--- src/rtl/seq_pkg.sv ---
// Shared definitions for the SEQ Y86-64 sequencer: icodes, status codes,
// sequencer states and the memory-access icode classifier.
package seq_pkg;

   localparam logic [3:0] I_HALT   = 4'h0;
   localparam logic [3:0] I_NOP    = 4'h1;
   localparam logic [3:0] I_RRMOVQ = 4'h2;
   localparam logic [3:0] I_IRMOVQ = 4'h3;
   localparam logic [3:0] I_RMMOVQ = 4'h4;
   localparam logic [3:0] I_MRMOVQ = 4'h5;
   localparam logic [3:0] I_OPQ    = 4'h6;
   localparam logic [3:0] I_JXX    = 4'h7;
   localparam logic [3:0] I_CALL   = 4'h8;
   localparam logic [3:0] I_RET    = 4'h9;
   localparam logic [3:0] I_PUSHQ  = 4'hA;
   localparam logic [3:0] I_POPQ   = 4'hB;

   localparam logic [2:0] STAT_AOK = 3'd1;
   localparam logic [2:0] STAT_HLT = 3'd2;
   localparam logic [2:0] STAT_ADR = 3'd3;
   localparam logic [2:0] STAT_INS = 3'd4;

   typedef enum logic [2:0] {
      ST_FETCH   = 3'd0,
      ST_DECODE  = 3'd1,
      ST_EXECUTE = 3'd2,
      ST_MEMORY  = 3'd3,
      ST_WRBACK  = 3'd4,
      ST_STOPPED = 3'd5
   } seq_state_e;

   // Instructions that touch data memory and must wait for dmem_ready.
   function automatic logic is_mem_icode(input logic [3:0] ic);
      logic r;
      case (ic)
         I_RMMOVQ, I_MRMOVQ, I_CALL, I_RET, I_PUSHQ, I_POPQ: r = 1'b1;
         default:                                            r = 1'b0;
      endcase
      return r;
   endfunction

endpackage

--- src/rtl/seq_next_pc.sv ---
// Combinational next-PC select; shared with the pipelined core.
module seq_next_pc
   import seq_pkg::*;
(
   input  logic [3:0]  icode,
   input  logic        cnd,
   input  logic [63:0] valC,
   input  logic [63:0] valP,
   input  logic [63:0] valM,
   output logic [63:0] new_pc
);

   always_comb begin
      new_pc = valP;
      if (icode == I_CALL) begin
         new_pc = valC;
      end else if (icode == I_JXX && cnd) begin
         new_pc = valC;
      end else if (icode == I_RET) begin
         new_pc = valM;
      end
   end

endmodule

--- src/rtl/seq_ctrl.sv ---
// Multi-cycle SEQ sequencer: PC ownership, one-hot stage enables, status.
// Optional performance counters are built when SEQ_PERF_CNT_EN is defined.
module seq_ctrl
   import seq_pkg::*;
#(
   parameter logic [63:0] RESET_PC    = 64'd0,
   parameter int unsigned MEM_TIMEOUT = 15
)
(
   input  logic        clk,
   input  logic        rst_n,
   input  logic [3:0]  icode,
   input  logic        instruction_valid,
   input  logic        imem_error,
   input  logic        halt,
   input  logic        cnd,
   input  logic [63:0] valC,
   input  logic [63:0] valP,
   input  logic [63:0] valM,
   input  logic        dmem_ready,
   input  logic        dmem_error,
   output logic [63:0] PC,
   output logic        f_en,
   output logic        d_en,
   output logic        e_en,
   output logic        m_en,
   output logic        w_en,
   output logic [2:0]  stat,
   output logic [63:0] cycle_cnt,
   output logic [63:0] instr_cnt,
   output seq_state_e  dbg_state_o
);

   localparam logic [7:0] TIMER_LAST = 8'(MEM_TIMEOUT - 1);

   seq_state_e  state_q, state_d;
   logic [63:0] pc_q, pc_d;
   logic [2:0]  stat_q, stat_d;
   logic [7:0]  timer_q, timer_d;
   logic [63:0] new_pc;

   seq_next_pc u_next_pc (
      .icode  (icode),
      .cnd    (cnd),
      .valC   (valC),
      .valP   (valP),
      .valM   (valM),
      .new_pc (new_pc)
   );

   always_ff @(posedge clk or negedge rst_n) begin
      if (!rst_n) begin
         state_q <= ST_FETCH;
         pc_q    <= RESET_PC;
         stat_q  <= STAT_AOK;
         timer_q <= 8'd0;
      end else begin
         state_q <= state_d;
         pc_q    <= pc_d;
         stat_q  <= stat_d;
         timer_q <= timer_d;
      end
   end

   always_comb begin
      state_d = state_q;
      pc_d    = pc_q;
      stat_d  = stat_q;
      timer_d = timer_q;
      case (state_q)
         ST_FETCH: begin
            if (imem_error) begin
               stat_d  = STAT_ADR;
               state_d = ST_STOPPED;
            end else if (!instruction_valid) begin
               stat_d  = STAT_INS;
               state_d = ST_STOPPED;
            end else if (halt) begin
               stat_d  = STAT_HLT;
               state_d = ST_STOPPED;
            end else begin
               state_d = ST_DECODE;
            end
         end
         ST_DECODE: state_d = ST_EXECUTE;
         ST_EXECUTE: begin
            state_d = ST_MEMORY;
            timer_d = 8'd0;
         end
         ST_MEMORY: begin
            // Non-memory icodes pass straight through and ignore dmem_ready.
            if (!is_mem_icode(icode)) begin
               state_d = ST_WRBACK;
            end else if (dmem_ready) begin
               if (dmem_error) begin
                  stat_d  = STAT_ADR;
                  state_d = ST_STOPPED;
               end else begin
                  state_d = ST_WRBACK;
               end
            end else if (timer_q == TIMER_LAST) begin
               stat_d  = STAT_ADR;
               state_d = ST_STOPPED;
            end else begin
               timer_d = timer_q + 8'd1;
            end
         end
         ST_WRBACK: begin
            pc_d    = new_pc;
            state_d = ST_FETCH;
         end
         ST_STOPPED: state_d = ST_STOPPED;
         default:    state_d = ST_STOPPED;
      endcase
   end

   assign f_en        = (state_q == ST_FETCH);
   assign d_en        = (state_q == ST_DECODE);
   assign e_en        = (state_q == ST_EXECUTE);
   assign m_en        = (state_q == ST_MEMORY);
   assign w_en        = (state_q == ST_WRBACK);
   assign PC          = pc_q;
   assign stat        = stat_q;
   assign dbg_state_o = state_q;

`ifdef SEQ_PERF_CNT_EN
   logic [63:0] cycle_cnt_q, cycle_cnt_d;
   logic [63:0] instr_cnt_q, instr_cnt_d;

   assign cycle_cnt_d = (state_q != ST_STOPPED) ? cycle_cnt_q + 64'd1 : cycle_cnt_q;
   assign instr_cnt_d = (state_q == ST_WRBACK)  ? instr_cnt_q + 64'd1 : instr_cnt_q;

   always_ff @(posedge clk or negedge rst_n) begin
      if (!rst_n) begin
         cycle_cnt_q <= 64'd0;
         instr_cnt_q <= 64'd0;
      end else begin
         cycle_cnt_q <= cycle_cnt_d;
         instr_cnt_q <= instr_cnt_d;
      end
   end

   assign cycle_cnt = cycle_cnt_q;
   assign instr_cnt = instr_cnt_q;
`else
   assign cycle_cnt = 64'd0;
   assign instr_cnt = 64'd0;
`endif

endmodule

--- config.mk ---
export PLATFORM = sky130hd
export DESIGN_NAME = seq_ctrl
export DESIGN_NICKNAME = d
export VERILOG_FILES = /design/src/rtl/seq_pkg.sv /design/src/rtl/seq_next_pc.sv /design/src/rtl/seq_ctrl.sv
export SDC_FILE = /design/constraint.sdc
export NUM_CORES = 1
export LEC_CHECK = 0
export CAP_MARGIN = 40
export CORE_AREA = 2 2 160 162
export DETAILED_ROUTE_END_ITERATION = 8
export DIE_AREA = 0 0 162 164
export PLACE_DENSITY = 0.61
export SKIP_CTS_REPAIR_TIMING = 1
export SYNTH_ARGS = -nofsm -noshare
export SYNTH_HDL_FRONTEND = slang
export SYNTH_SLANG_ARGS = --single-unit
--- constraint.sdc ---
create_clock -name clk -period 1.7 [get_ports clk]
set_input_delay 0.34 -clock clk [delete_from_list [all_inputs] [get_ports clk]]
set_output_delay 0.34 -clock clk [all_outputs]
set_load 0.005 [all_outputs]
==> results.rst <==
.. list-table::
   :header-rows: 1

   * - Metric
     - Value
   * - Distinct cells, synth
     - 46
   * - Placed wire-length estimate after detailed placement
     - 14660 µm
   * - Std-Cell Rows
     - 58
   * - Total of endpoints with negative setup slack in the final report
     - 0
   * - GR Overflow Total
     - 0
   * - Largest voltage drop on the vdd net
     - about 0.00058 V
   * - Ant. Diodes
     - 0
   * - Worst Skew
     - 7.421 ps
   * - Placed inst area
     - roughly 0.0086 mm²
   * - Data arrival, critical path
     - approximately 1400 ps
   * - Critical register-to-register path endpoint
     - timer_q[7]$_DFFE_PN0P_
   * - Iter 0 DRT Violations
     - 266
   * - Die Width
     - between 150 and 200 µm
   * - Seq cells post-synth
     - 78
   * - Kind of critical path
     - reg -> out
   * - Drt drc
     - 0
   * - Type of the most critical hold path
     - in -> async
   * - Antenna violations before repair
     - 0
   * - Async set-reset flop share out of synthesis
     - 100.0%
   * - Pre-CTS worst setup slack
     - -530.3 ps
   * - Final wirelength
     - just over 20000 µm
   * - Layout-stage area growth over the synthesis result
     - 67.97%
   * - Syn Std Cell Area
     - 0.005480 mm²
   * - Total power divided by cell area
     - around 1100 mW/mm²
   * - Unrepaired setup endpoints after global routing
     - true
   * - Outcome
     - finished, final reports clean
   * - Count of input and output buffers
     - 278
   * - Element type at the critical path end
     - primary output
   * - Final worst path period share
     - 99.69%
   * - Post-detailed-route count of antenna-violating nets
     - 0
   * - Fraction of synthesized cell area taken by the top area cell type
     - a little over a third
   * - Number of clock buffers inserted by TritonCTS
     - 9
   * - Total GRT Usage
     - roughly 14%
   * - TritonCTS clock tree
     - built
   * - Post-Syn Area per Cell
     - 8.354 µm²
   * - Commonest non-fill, non-tap cell in the layout
     - sky130_fd_sc_hd__clkdlybuf4s50_1
   * - Layout cells sized above 1
     - a little over an eighth
   * - Pins Over Slew Limit
     - 0
   * - Clock Tree Buf Depth
     - 2
   * - Startpoint type of the worst setup path
     - flip-flop
   * - Worst setup margin
     - 5.191 ps
   * - Starting density of the core
     - 22.08%
   * - Final layout net count
     - 1192
   * - Drt first pass iters
     - 5
   * - EDFF count, synth
     - 0
   * - Register-to-Register Setup Slack
     - 50 ps
   * - H-Tree Level Count
     - 3
   * - Global-route wire length before repair
     - 27690 µm
   * - Via count
     - 5532
   * - Post-synthesis sequential area ratio
     - between 30 and 40%
   * - Core Area
     - between 0.02 and 0.025 mm²
   * - DIE AREA
     - 0.02657 mm²
   * - Buffer cell driving the clock tree root
     - sky130_fd_sc_hd__clkbuf_16
   * - Drt wl/cell
     - 15.36 µm
   * - Largest net degree at the start of global routing
     - 79
   * - Reported leakage power
     - roughly 4.0 nW
   * - Number of maximum-capacitance constraint violations
     - 0
   * - Min cycle time layout
     - 1695 ps
   * - Fin. Hold Viols
     - 0
   * - Vias per Instance
     - 4.188
   * - Top-level port count
     - 407
   * - Cell count of the worst reg-to-reg path
     - 7
   * - Vias in the first global route
     - 5237
   * - Worst r2r src
     - dbg_state_o[0]$_DFFE_PN0P_
   * - Num Clock Sinks
     - a little under 80
   * - CP Data Required Time
     - 1360 ps
   * - Insertion delay of the later-clocked pin in the worst-skew pair
     - ~350 ps
   * - Final estimated routing congestion in global placement
     - 0.7725
   * - Post-synth top flop
     - sky130_fd_sc_hd__dfrtp_1
   * - Number of cells produced by synthesis
     - 656
   * - Upper clock frequency limit
     - 590.0 MHz
   * - Layout Cell Area excl Fill
     - 0.009205 mm²
   * - Largest area contributor in the synthesized netlist
     - sky130_fd_sc_hd__dfrtp_1
   * - Commonest cells after routing, fill and taps aside
     - sky130_fd_sc_hd__clkdlybuf4s50_1, sky130_fd_sc_hd__conb_1, sky130_fd_sc_hd__nand2_1, sky130_fd_sc_hd__dfrtp_1, sky130_fd_sc_hd__buf_4
   * - Fin Hold WS
     - 21.57 ps
   * - CTS clock-pin slew for the worst setup and hold paths
     - roughly 70 ps
   * - Largest cells by area after synthesis
     - sky130_fd_sc_hd__dfrtp_1, sky130_fd_sc_hd__buf_4, sky130_fd_sc_hd__a211oi_1, sky130_fd_sc_hd__nor2b_1, sky130_fd_sc_hd__o21ai_0
   * - Count of synthesis-stage warnings from yosys
     - 0
   * - Crit-path max FO
     - 5
   * - Height of the chip
     - 164 µm
==> through the flow <==
step | instances | total power [W] | utilization (%) | TNS [ps]
2_1_floorplan | 783 | 0.005231 | - | 0
3_3_place_gp | 1290 | 0.008152 | 34.60 | -33270
3_5_place_dp | 1290 | 0.008237 | 34.60 | -35260
4_1_cts | 1306 | 0.01039 | 35.84 | -9376
5_1_grt | 1321 | 0.01127 | 37.09 | -373.4
6_report | 1321 | 0.01046 | 37.09 | 0
==> logic make-up after synthesis <==
kind of cell / after synthesis / share of synthesized area [%]
buffers and inverters: 176 / 21.78
AO/OA/AOI/OAI: 211 / 23.43
flip-flops: 78 / 35.64
AND/OR/NAND/NOR: 179 / 16.94
other: 1 / 0.06843
adder cells (fa/ha/maj): 2 / 0.4565
multiplexers: 9 / 1.690
==> flip-flops by register name (all words and copies together) (netlist names) <==
| signal | count |
|---|---|
| dbg_state_o | 3 |
| stat | 3 |
| timer_q | 8 |
| PC | 64 |
==> Yosys cell counts (2+ instances only) <==
cell type	number
sky130_fd_sc_hd__nor3b_1	3
sky130_fd_sc_hd__clkbuf_1	26
sky130_fd_sc_hd__nor2_1	6
sky130_fd_sc_hd__inv_1	6
sky130_fd_sc_hd__mux2_2	2
sky130_fd_sc_hd__o21ai_0	68
sky130_fd_sc_hd__nand2_1	79
sky130_fd_sc_hd__nand2b_1	6
sky130_fd_sc_hd__mux2i_1	7
sky130_fd_sc_hd__dfrtp_1	77
sky130_fd_sc_hd__nor3_1	3
sky130_fd_sc_hd__o21ai_1	60
sky130_fd_sc_hd__a211oi_1	68
sky130_fd_sc_hd__buf_2	8
sky130_fd_sc_hd__nor2b_1	64
sky130_fd_sc_hd__buf_6	4
sky130_fd_sc_hd__a21oi_1	4
sky130_fd_sc_hd__nand3_1	3
sky130_fd_sc_hd__buf_4	131
sky130_fd_sc_hd__nand4_1	3
sky130_fd_sc_hd__or2b_1	2
sky130_fd_sc_hd__ha_1	2
==> power breakdown <==
part / internal, W / total (W) / switching [W]
logic: 0.00296 / 0.00518 / 0.00221
registers: 0.00272 / 0.00322 / 0.000505
clock network: 0.00119 / 0.00206 / 0.000872
==> worst max-delay path by stage <==
| stage | from | to | cells after the start |
|---|---|---|---|
| after floorplan | dbg_state_o[2]$_DFFE_PN0P_ | timer_q[1]$_DFFE_PN0P_ | 5 |
| after global placement | icode[1] | PC[34]$_DFFE_PN0P_ | 7 |
| after detailed placement | icode[1] | timer_q[7]$_DFFE_PN0P_ | 7 |
| after CTS | dbg_state_o[2]$_DFFE_PN0P_ | m_en | 3 |
| after global routing | dbg_state_o[0]$_DFFE_PN0P_ | e_en | 5 |
| final | dbg_state_o[0]$_DFFE_PN0P_ | m_en | 5 |
==> per-layer routing <==
| layer | GRT usage, % | wire length [µm] | vias up |
|---|---|---|---|
| met3 | 2.828 | 1289 | 27 |
| met1 | 15.67 | 8379 | 2587 |
| met5 | 0 | 0 | - |
| met4 | 5.270 | 404 | 0 |
| met2 | 24.33 | 10220 | 248 |
| li1 | - | - | 2670 |
==> layout make-up <==
| type | count | area, µm² |
|---|---|---|
| clock buffer | 10 | 239.0 |
| clock inverter | 6 | 67.56 |
| tap | 330 | 412.9 |
| multi-input combinational | 529 | 2903 |
| timing repair buffer | 361 | 3598 |
| inverter | 7 | 28.78 |
| fill | 2578 | 15610 |
| sequential | 78 | 1956 |
==> worst max-delay path: stages, from the launching register on <==
cell                             delay (ps)
sky130_fd_sc_hd__dfrtp_2                450
sky130_fd_sc_hd__buf_12                 140
sky130_fd_sc_hd__nand3b_1                90
sky130_fd_sc_hd__buf_4                  130
sky130_fd_sc_hd__inv_4                   50
sky130_fd_sc_hd__dlymetal6s2s_1         140
No activity file was read; power rests on OpenSTA's default activity.
